## config.mk

```make
export PLATFORM = sky130hd
export DESIGN_NAME = sram_port_ctrl_flat
export DESIGN_NICKNAME = d
export VERILOG_FILES = /design/src/rtl/sram_port_ctrl_pkg.sv /design/src/rtl/sram_port_ctrl_if.sv /design/src/rtl/sram_port_ctrl_resp_fifo.sv /design/src/rtl/sram_port_ctrl.sv /design/src/flat_wrapper.sv
export SDC_FILE = /design/constraint.sdc
export NUM_CORES = 1
export LEC_CHECK = 0
export BUFFER_PORTS_ARGS = -buffer_cell sky130_fd_sc_hd__buf_2
export CORE_MARGIN = 5
export CORE_UTILIZATION = 30
export CTS_CLUSTER_DIAMETER = 150
export CTS_CLUSTER_SIZE = 25
export DETAILED_ROUTE_END_ITERATION = 10
export PLACE_DENSITY = 0.64
export SLEW_MARGIN = 5
export SYNTH_ARGS = -nofsm -noshare
export SYNTH_HDL_FRONTEND = slang
export SYNTH_HIERARCHICAL = 1
export SYNTH_SLANG_ARGS = --single-unit
```

## constraint.sdc

```tcl
create_clock -name clock -period 2.1 [get_ports clock]
set_input_delay 0.315 -clock clock [delete_from_list [all_inputs] [get_ports clock]]
set_output_delay 0.315 -clock clock [all_outputs]
set_load 0.005 [all_outputs]
```

## src/rtl/sram_port_ctrl_pkg.sv

```systemverilog
// Shared defaults and state encoding for the SRAM port controller.
package sram_port_ctrl_pkg;
  localparam int DEPTH_DEF  = 2048;
  localparam int ADDR_W_DEF = 11;
  localparam int DATA_W_DEF = 12;

  typedef enum logic {INIT, RUN} state_e;
endpackage

```

## src/rtl/sram_port_ctrl_if.sv

```systemverilog
// Request/response handshake bundle between a requester (master) and the controller (slave).
interface sram_port_ctrl_if
  import sram_port_ctrl_pkg::*;
#(
  parameter int ADDR_W = ADDR_W_DEF,
  parameter int DATA_W = DATA_W_DEF
);
  logic              req_valid;
  logic              req_ready;
  logic              req_write;
  logic [ADDR_W-1:0] req_addr;
  logic [DATA_W-1:0] req_wdata;
  logic              resp_valid;
  logic              resp_ready;
  logic [DATA_W-1:0] resp_data;

  modport master (
    output req_valid, req_write, req_addr, req_wdata, resp_ready,
    input  req_ready, resp_valid, resp_data
  );
  modport slave (
    input  req_valid, req_write, req_addr, req_wdata, resp_ready,
    output req_ready, resp_valid, resp_data
  );
endinterface

```

## src/rtl/sram_port_ctrl_resp_fifo.sv

```systemverilog
// Two-entry read-response FIFO; push and pop in the same cycle leave count unchanged.
module sram_port_ctrl_resp_fifo #(
  parameter int DATA_W = 12
) (
  input  logic              clock,
  input  logic              reset_n,
  input  logic              push,
  input  logic [DATA_W-1:0] push_data,
  input  logic              pop,
  output logic [DATA_W-1:0] head_data,
  output logic [1:0]        count
);
  logic [DATA_W-1:0] mem [2];
  logic              wr_ptr, rd_ptr;
  logic              do_push, do_pop;

  assign do_pop    = pop && (count != 2'd0);
  // A full FIFO still takes a push when the head leaves in the same cycle.
  assign do_push   = push && ((count != 2'd2) || do_pop);
  assign head_data = mem[rd_ptr];

  always_ff @(posedge clock) begin
    if (!reset_n) begin
      mem[0] <= '0;
      mem[1] <= '0;
      wr_ptr <= 1'b0;
      rd_ptr <= 1'b0;
      count  <= 2'd0;
    end else begin
      if (do_push) begin
        mem[wr_ptr] <= push_data;
        wr_ptr      <= ~wr_ptr;
      end
      if (do_pop) rd_ptr <= ~rd_ptr;
      count <= count + 2'(do_push) - 2'(do_pop);
    end
  end
endmodule

```

## src/rtl/sram_port_ctrl.sv

```systemverilog
// Single-port request front end for a 1R1W SRAM with in-order read responses.
// Define SRAM_PORT_CTRL_INIT_EN to clear the array with a zero-write sweep after reset.
module sram_port_ctrl
  import sram_port_ctrl_pkg::*;
#(
  parameter int DEPTH  = DEPTH_DEF,
  parameter int ADDR_W = ADDR_W_DEF,
  parameter int DATA_W = DATA_W_DEF
) (
  input  logic              clock,
  input  logic              reset_n,
  sram_port_ctrl_if.slave   bus,
  output logic              busy,
  output logic              sram_R0_en,
  output logic [ADDR_W-1:0] sram_R0_addr,
  input  logic [DATA_W-1:0] sram_R0_data,
  output logic              sram_W0_en,
  output logic [ADDR_W-1:0] sram_W0_addr,
  output logic [DATA_W-1:0] sram_W0_data
);
  if (DEPTH != (1 << ADDR_W)) begin : g_bad_depth
    $error("DEPTH must equal 2**ADDR_W");
  end

  state_e            state;
  logic              run, acc, rd_acc, wr_acc, pop;
  logic              rd_inflight;
  logic [1:0]        fifo_count;
  logic [DATA_W-1:0] head_data;

  // Outputs are forced quiet while reset is held so the SRAM sees no traffic.
  assign run           = (state == RUN) && reset_n;
  assign bus.req_ready = run && ((fifo_count + 2'(rd_inflight)) < 2'd2);
  assign acc           = bus.req_valid && bus.req_ready;
  assign rd_acc        = acc && !bus.req_write;
  assign wr_acc        = acc && bus.req_write;
  assign bus.resp_valid = (fifo_count != 2'd0);
  assign bus.resp_data  = head_data;
  assign pop           = bus.resp_valid && bus.resp_ready;

  assign sram_R0_en   = rd_acc;
  assign sram_R0_addr = bus.req_addr;

  always_ff @(posedge clock) begin
    if (!reset_n) rd_inflight <= 1'b0;
    else          rd_inflight <= rd_acc;
  end

  sram_port_ctrl_resp_fifo #(.DATA_W(DATA_W)) u_fifo (
    .clock     (clock),
    .reset_n   (reset_n),
    .push      (rd_inflight),
    .push_data (sram_R0_data),
    .pop       (pop),
    .head_data (head_data),
    .count     (fifo_count)
  );

`ifdef SRAM_PORT_CTRL_INIT_EN
  logic [ADDR_W:0] init_cnt;
  logic            sweep;

  assign sweep = (state == INIT) && reset_n;
  assign busy  = (state == INIT);

  // Counter parks at DEPTH once RUN is reached; it never wraps back into the array.
  always_ff @(posedge clock) begin
    if (!reset_n) begin
      state    <= INIT;
      init_cnt <= '0;
    end else if (state == INIT) begin
      init_cnt <= init_cnt + 1'b1;
      if (init_cnt == (ADDR_W+1)'(DEPTH - 1)) state <= RUN;
    end
  end

  assign sram_W0_en   = sweep || wr_acc;
  assign sram_W0_addr = sweep ? init_cnt[ADDR_W-1:0] : bus.req_addr;
  assign sram_W0_data = sweep ? '0 : bus.req_wdata;
`else
  assign state        = RUN;
  assign busy         = 1'b0;
  assign sram_W0_en   = wr_acc;
  assign sram_W0_addr = bus.req_addr;
  assign sram_W0_data = bus.req_wdata;
`endif
endmodule

```

## src/flat_wrapper.sv

```systemverilog
// flat-port wrapper written by rule: the top's interface ports become plain ports
module sram_port_ctrl_flat import sram_port_ctrl_pkg::*;
#(
  parameter int DEPTH  = DEPTH_DEF,
  parameter int ADDR_W = ADDR_W_DEF,
  parameter int DATA_W = DATA_W_DEF
)
  (clock, reset_n, busy, sram_R0_en, sram_R0_addr, sram_R0_data, sram_W0_en, sram_W0_addr, sram_W0_data, bus_req_valid, bus_req_write, bus_req_addr, bus_req_wdata, bus_resp_ready, bus_req_ready, bus_resp_valid, bus_resp_data);
  sram_port_ctrl_if #(.ADDR_W(ADDR_W), .DATA_W(DATA_W)) bus_i ();
  input  logic clock;
  input  logic reset_n;
  output logic busy;
  output logic sram_R0_en;
  output logic [ADDR_W-1:0] sram_R0_addr;
  input  logic [DATA_W-1:0] sram_R0_data;
  output logic sram_W0_en;
  output logic [ADDR_W-1:0] sram_W0_addr;
  output logic [DATA_W-1:0] sram_W0_data;
  input wire logic [$bits(bus_i.req_valid)-1:0] bus_req_valid;
  input wire logic [$bits(bus_i.req_write)-1:0] bus_req_write;
  input wire logic [$bits(bus_i.req_addr)-1:0] bus_req_addr;
  input wire logic [$bits(bus_i.req_wdata)-1:0] bus_req_wdata;
  input wire logic [$bits(bus_i.resp_ready)-1:0] bus_resp_ready;
  output wire logic [$bits(bus_i.req_ready)-1:0] bus_req_ready;
  output wire logic [$bits(bus_i.resp_valid)-1:0] bus_resp_valid;
  output wire logic [$bits(bus_i.resp_data)-1:0] bus_resp_data;
  assign bus_i.req_valid = bus_req_valid;
  assign bus_i.req_write = bus_req_write;
  assign bus_i.req_addr = bus_req_addr;
  assign bus_i.req_wdata = bus_req_wdata;
  assign bus_i.resp_ready = bus_resp_ready;
  assign bus_req_ready = bus_i.req_ready;
  assign bus_resp_valid = bus_i.resp_valid;
  assign bus_resp_data = bus_i.resp_data;
  sram_port_ctrl #(.DEPTH(DEPTH), .ADDR_W(ADDR_W), .DATA_W(DATA_W)) u_core (.clock(clock), .reset_n(reset_n), .bus(bus_i), .busy(busy), .sram_R0_en(sram_R0_en), .sram_R0_addr(sram_R0_addr), .sram_R0_data(sram_R0_data), .sram_W0_en(sram_W0_en), .sram_W0_addr(sram_W0_addr), .sram_W0_data(sram_W0_data));
endmodule
```

==> flow_summary.yaml <==
outcome:
  run_status: "completed"
power_and_ir_drop:
  leakage_nw: 0.771
  power_density_mw_per_mm2: 798
  ir_drop_mv: 0.304
logic_synthesis:
  muxShareOfSynthArea_pct: 8.18
  synth_edf_count: 24
  netlist_top_cells_count: "buf_4, edfxtp_1, and2_1, mux2_2, dfxtp_1"
  synth_compound_area_share_pct: 1.89
  netlist_instances: 133
  synth.most_common_cell: "buf_4"
  synthesis.nets: 175
  yosysTopAreaCell: "edfxtp_1"
  synth.area.top_cells: "edfxtp_1, buf_4, and2_1"
  ys_seq_area_share_pct: 50.9
  synth_top_area_share_pct: 43.6
  ys_types: 28
  avgSynthCellArea_sq_um: 12.4
  synthAdderAreaFrac_pct: 1.52
  yosys_register_bits: 30
  netlist_area_sq_mm: 0.00165
  synthArstFlopShare_pct: 0
  ys_warn_count: 6
  synthSimpleGateAreaFrac_pct: 17.9
  synth_top_family_by_area: "simple AND/OR/NAND/NOR gates"
  synth_xor_area_share_pct: 1.59
  synth_flop_cell: "edfxtp_1"
place:
  dp.cells: 207
  place_area_sq_mm: 0.00167
  io_buffers: 32
  dp_hpwl_um: 1940
  place.gp.congestion: 0.698
route:
  avgViaCountPerCell: 4.15
  dr_total_vias: 892
  drc_errors: 0
  drt_iter0_drc: 28
  firstDrtPassIters: 4
  postRouteAntennaNets: 0
  post_drt_wl_per_cell_um: 12.6
  wirelength_um: 2700
grt:
  antenna_found_initial: 0
  grt_pass1_wl_um: 4240
  grt_usage_pct: 7.95
  grt_max_degree: 14
  grt_pass1_vias: 893
  gr-total-overflow: 0
worst_setup_path:
  cp.required_ns: 2.28
  worstPathMaxFanout: 2
  crit_type: "flop to flop"
  endpoint_kind: "flop"
  cp-start-kind: "flop"
  worst-endpoint-arrival_ns: 2.21
timing:
  layout_min_cycle_time_ns: 2.03
  min_period_over_period_pct: 96.8
  setup_viol: 0
  finalMaxSlewViolations: 0
  fmax_mhz: 492
  tns_ns: 0
  finClkSkew_ns: 0.00794
  tightest_slew_ns: 0.557
  hold_violations: 0
  slew_headroom_pct: 62.8
clock_network:
  clk_pin_slew_worst_paths_ns: 0.06
  postCtsSetupBuffers: 0
  clk_latency_ns: 0.29
  hold_buffers: 0
  clkSinkCount: 30
  cts.path.max_buffers: 2
  h-tree-depth: 2
  numCtsBuffers: 5
  cts_tree: "yes"
  cts-root-buf: "clkbuf_8"
layout:
  synthToLayoutAreaGrowth_pct: 12.0
  fin_area_sq_mm: 0.00185
  diodes: 0
  instances_no_fill: 215
  num-fill-cells: 546
  drive_above_1_share_pct: 53.8
  final_nets: 184
die:
  core_area_sq_mm: 0.00544
  ios: 91
  dieArea_sq_mm: 0.00709
  rows: 27
  fp.dieH_um: 84.2
  start_util_pct: 30.4
  dieWidth_um: 84.2
job:
  max-cap-violations: 0
worst_hold_path:
  hold_class: "primary input to flop"
==> sequential cells by signal (all words and copies together) (netlist names), named ones only <==
signal                flops
u_core/u_fifo/mem        24
u_core/u_fifo/wr_ptr      1
u_core/u_fifo/rd_ptr      1
u_core/rd_inflight        1
u_core/u_fifo/count       2
==> cell families after synthesis <==
logic type                 after synthesis
DFF                                     30
xor gates and xnor gates                 3
other                                    1
buffers and inverters                   39
muxes                                   12
adders and majority gates                2
AOI/OAI and AO/OA                        4
and+or+nand+nor                         42
==> final timing paths <==
path / start / endpoint / slack [ns] / cells past startpoint
worst max-delay path: u_core/u_fifo/count[0]$_SDFF_PN0_ / u_core/u_fifo/count[1]$_SDFF_PN0_ / 0.07 / 10
worst min-delay path: bus_req_write / u_core/rd_inflight$_SDFF_PN0_ / 0.23 / 2
worst max register to register: u_core/u_fifo/count[0]$_SDFF_PN0_ / u_core/u_fifo/count[1]$_SDFF_PN0_ / 0.07 / 10
worst min register to register: u_core/u_fifo/rd_ptr$_SDFFE_PN0N_ / flop / 0.54 / 2
==> where the power goes <==
part / internal (mW) / switching (mW) / leakage [nW]
sequential: 0.668 / 0.00980 / 0.299
clock: 0.469 / 0.216 / 0.0658
combinational: 0.0622 / 0.0519 / 0.406
total: 1.20 / 0.278 / 0.771
==> final cells by class <==
cell class / count / area [sq um] / share of cell area (%)
clock buffers: 5 / 68.8 / 3.72
inverters: 1 / 3.75 / 0.203
clock inverters: 3 / 63.8 / 3.45
multi-input cells: 64 / 562 / 30.4
well taps: 72 / 90.1 / 4.87
repair buffers: 40 / 220 / 11.9
flip-flops and latches: 30 / 842 / 45.5
==> layout by cell type, fill, tap and decap left out, drive strengths merged, types with 2 or more instances in the layout <==
| cell | n |
|---|---|
| nand2 | 2 |
| dfxtp | 6 |
| nor2b | 2 |
| mux2 | 12 |
| edfxtp | 24 |
| bufinv | 2 |
| ha | 2 |
| buf | 40 |
| nor4 | 2 |
| clkbuf | 5 |
| and2 | 28 |
| xnor2 | 3 |
==> critical path: stages, from the launching register on <==
cell and delay (ns):
dfxtp_2 0.31, or2_1 0.23, and2_4 0.14, or3b_4 0.41, nand2_4 0.08, ha_4 0.20
inv_2 0.06, ha_4 0.13, xnor2_2 0.12, xnor2_1 0.10, and2_1 0.15
==> stage by stage <==
stage	util, %	total power, mW	worst slack [ns]	hold WS, ns
detailed placement	30.7	0.800	0.0519	0.514
floorplan	-	0.793	0.0136	0.394
global route	34.0	1.54	-0.000124	0.236
global placement	30.7	0.798	0.0809	0.513
finish	34.0	1.48	0.0671	0.226
CTS	33.2	1.49	0.0372	0.214
==> repair_timing <==
item                                    in CTS  in global routing
resized for setup                            0                 10
endpoints found under the setup margin       0                  1
endpoints found under the hold margin        0                  0
==> metal layers <==
metal  global-route usage [%]  routed length [um]  up-vias  part of all wire (%)
met3                     3.73                 160       11                   5.9
li1                         -                   -      434                     -
met5                        0                   0        -                     0
met4                     4.68                  66        0                   2.4
met2                     12.6                1360       23                    50
met1                     8.67                1120      424                    41
No activity file was read; power rests on OpenSTA's default activity.
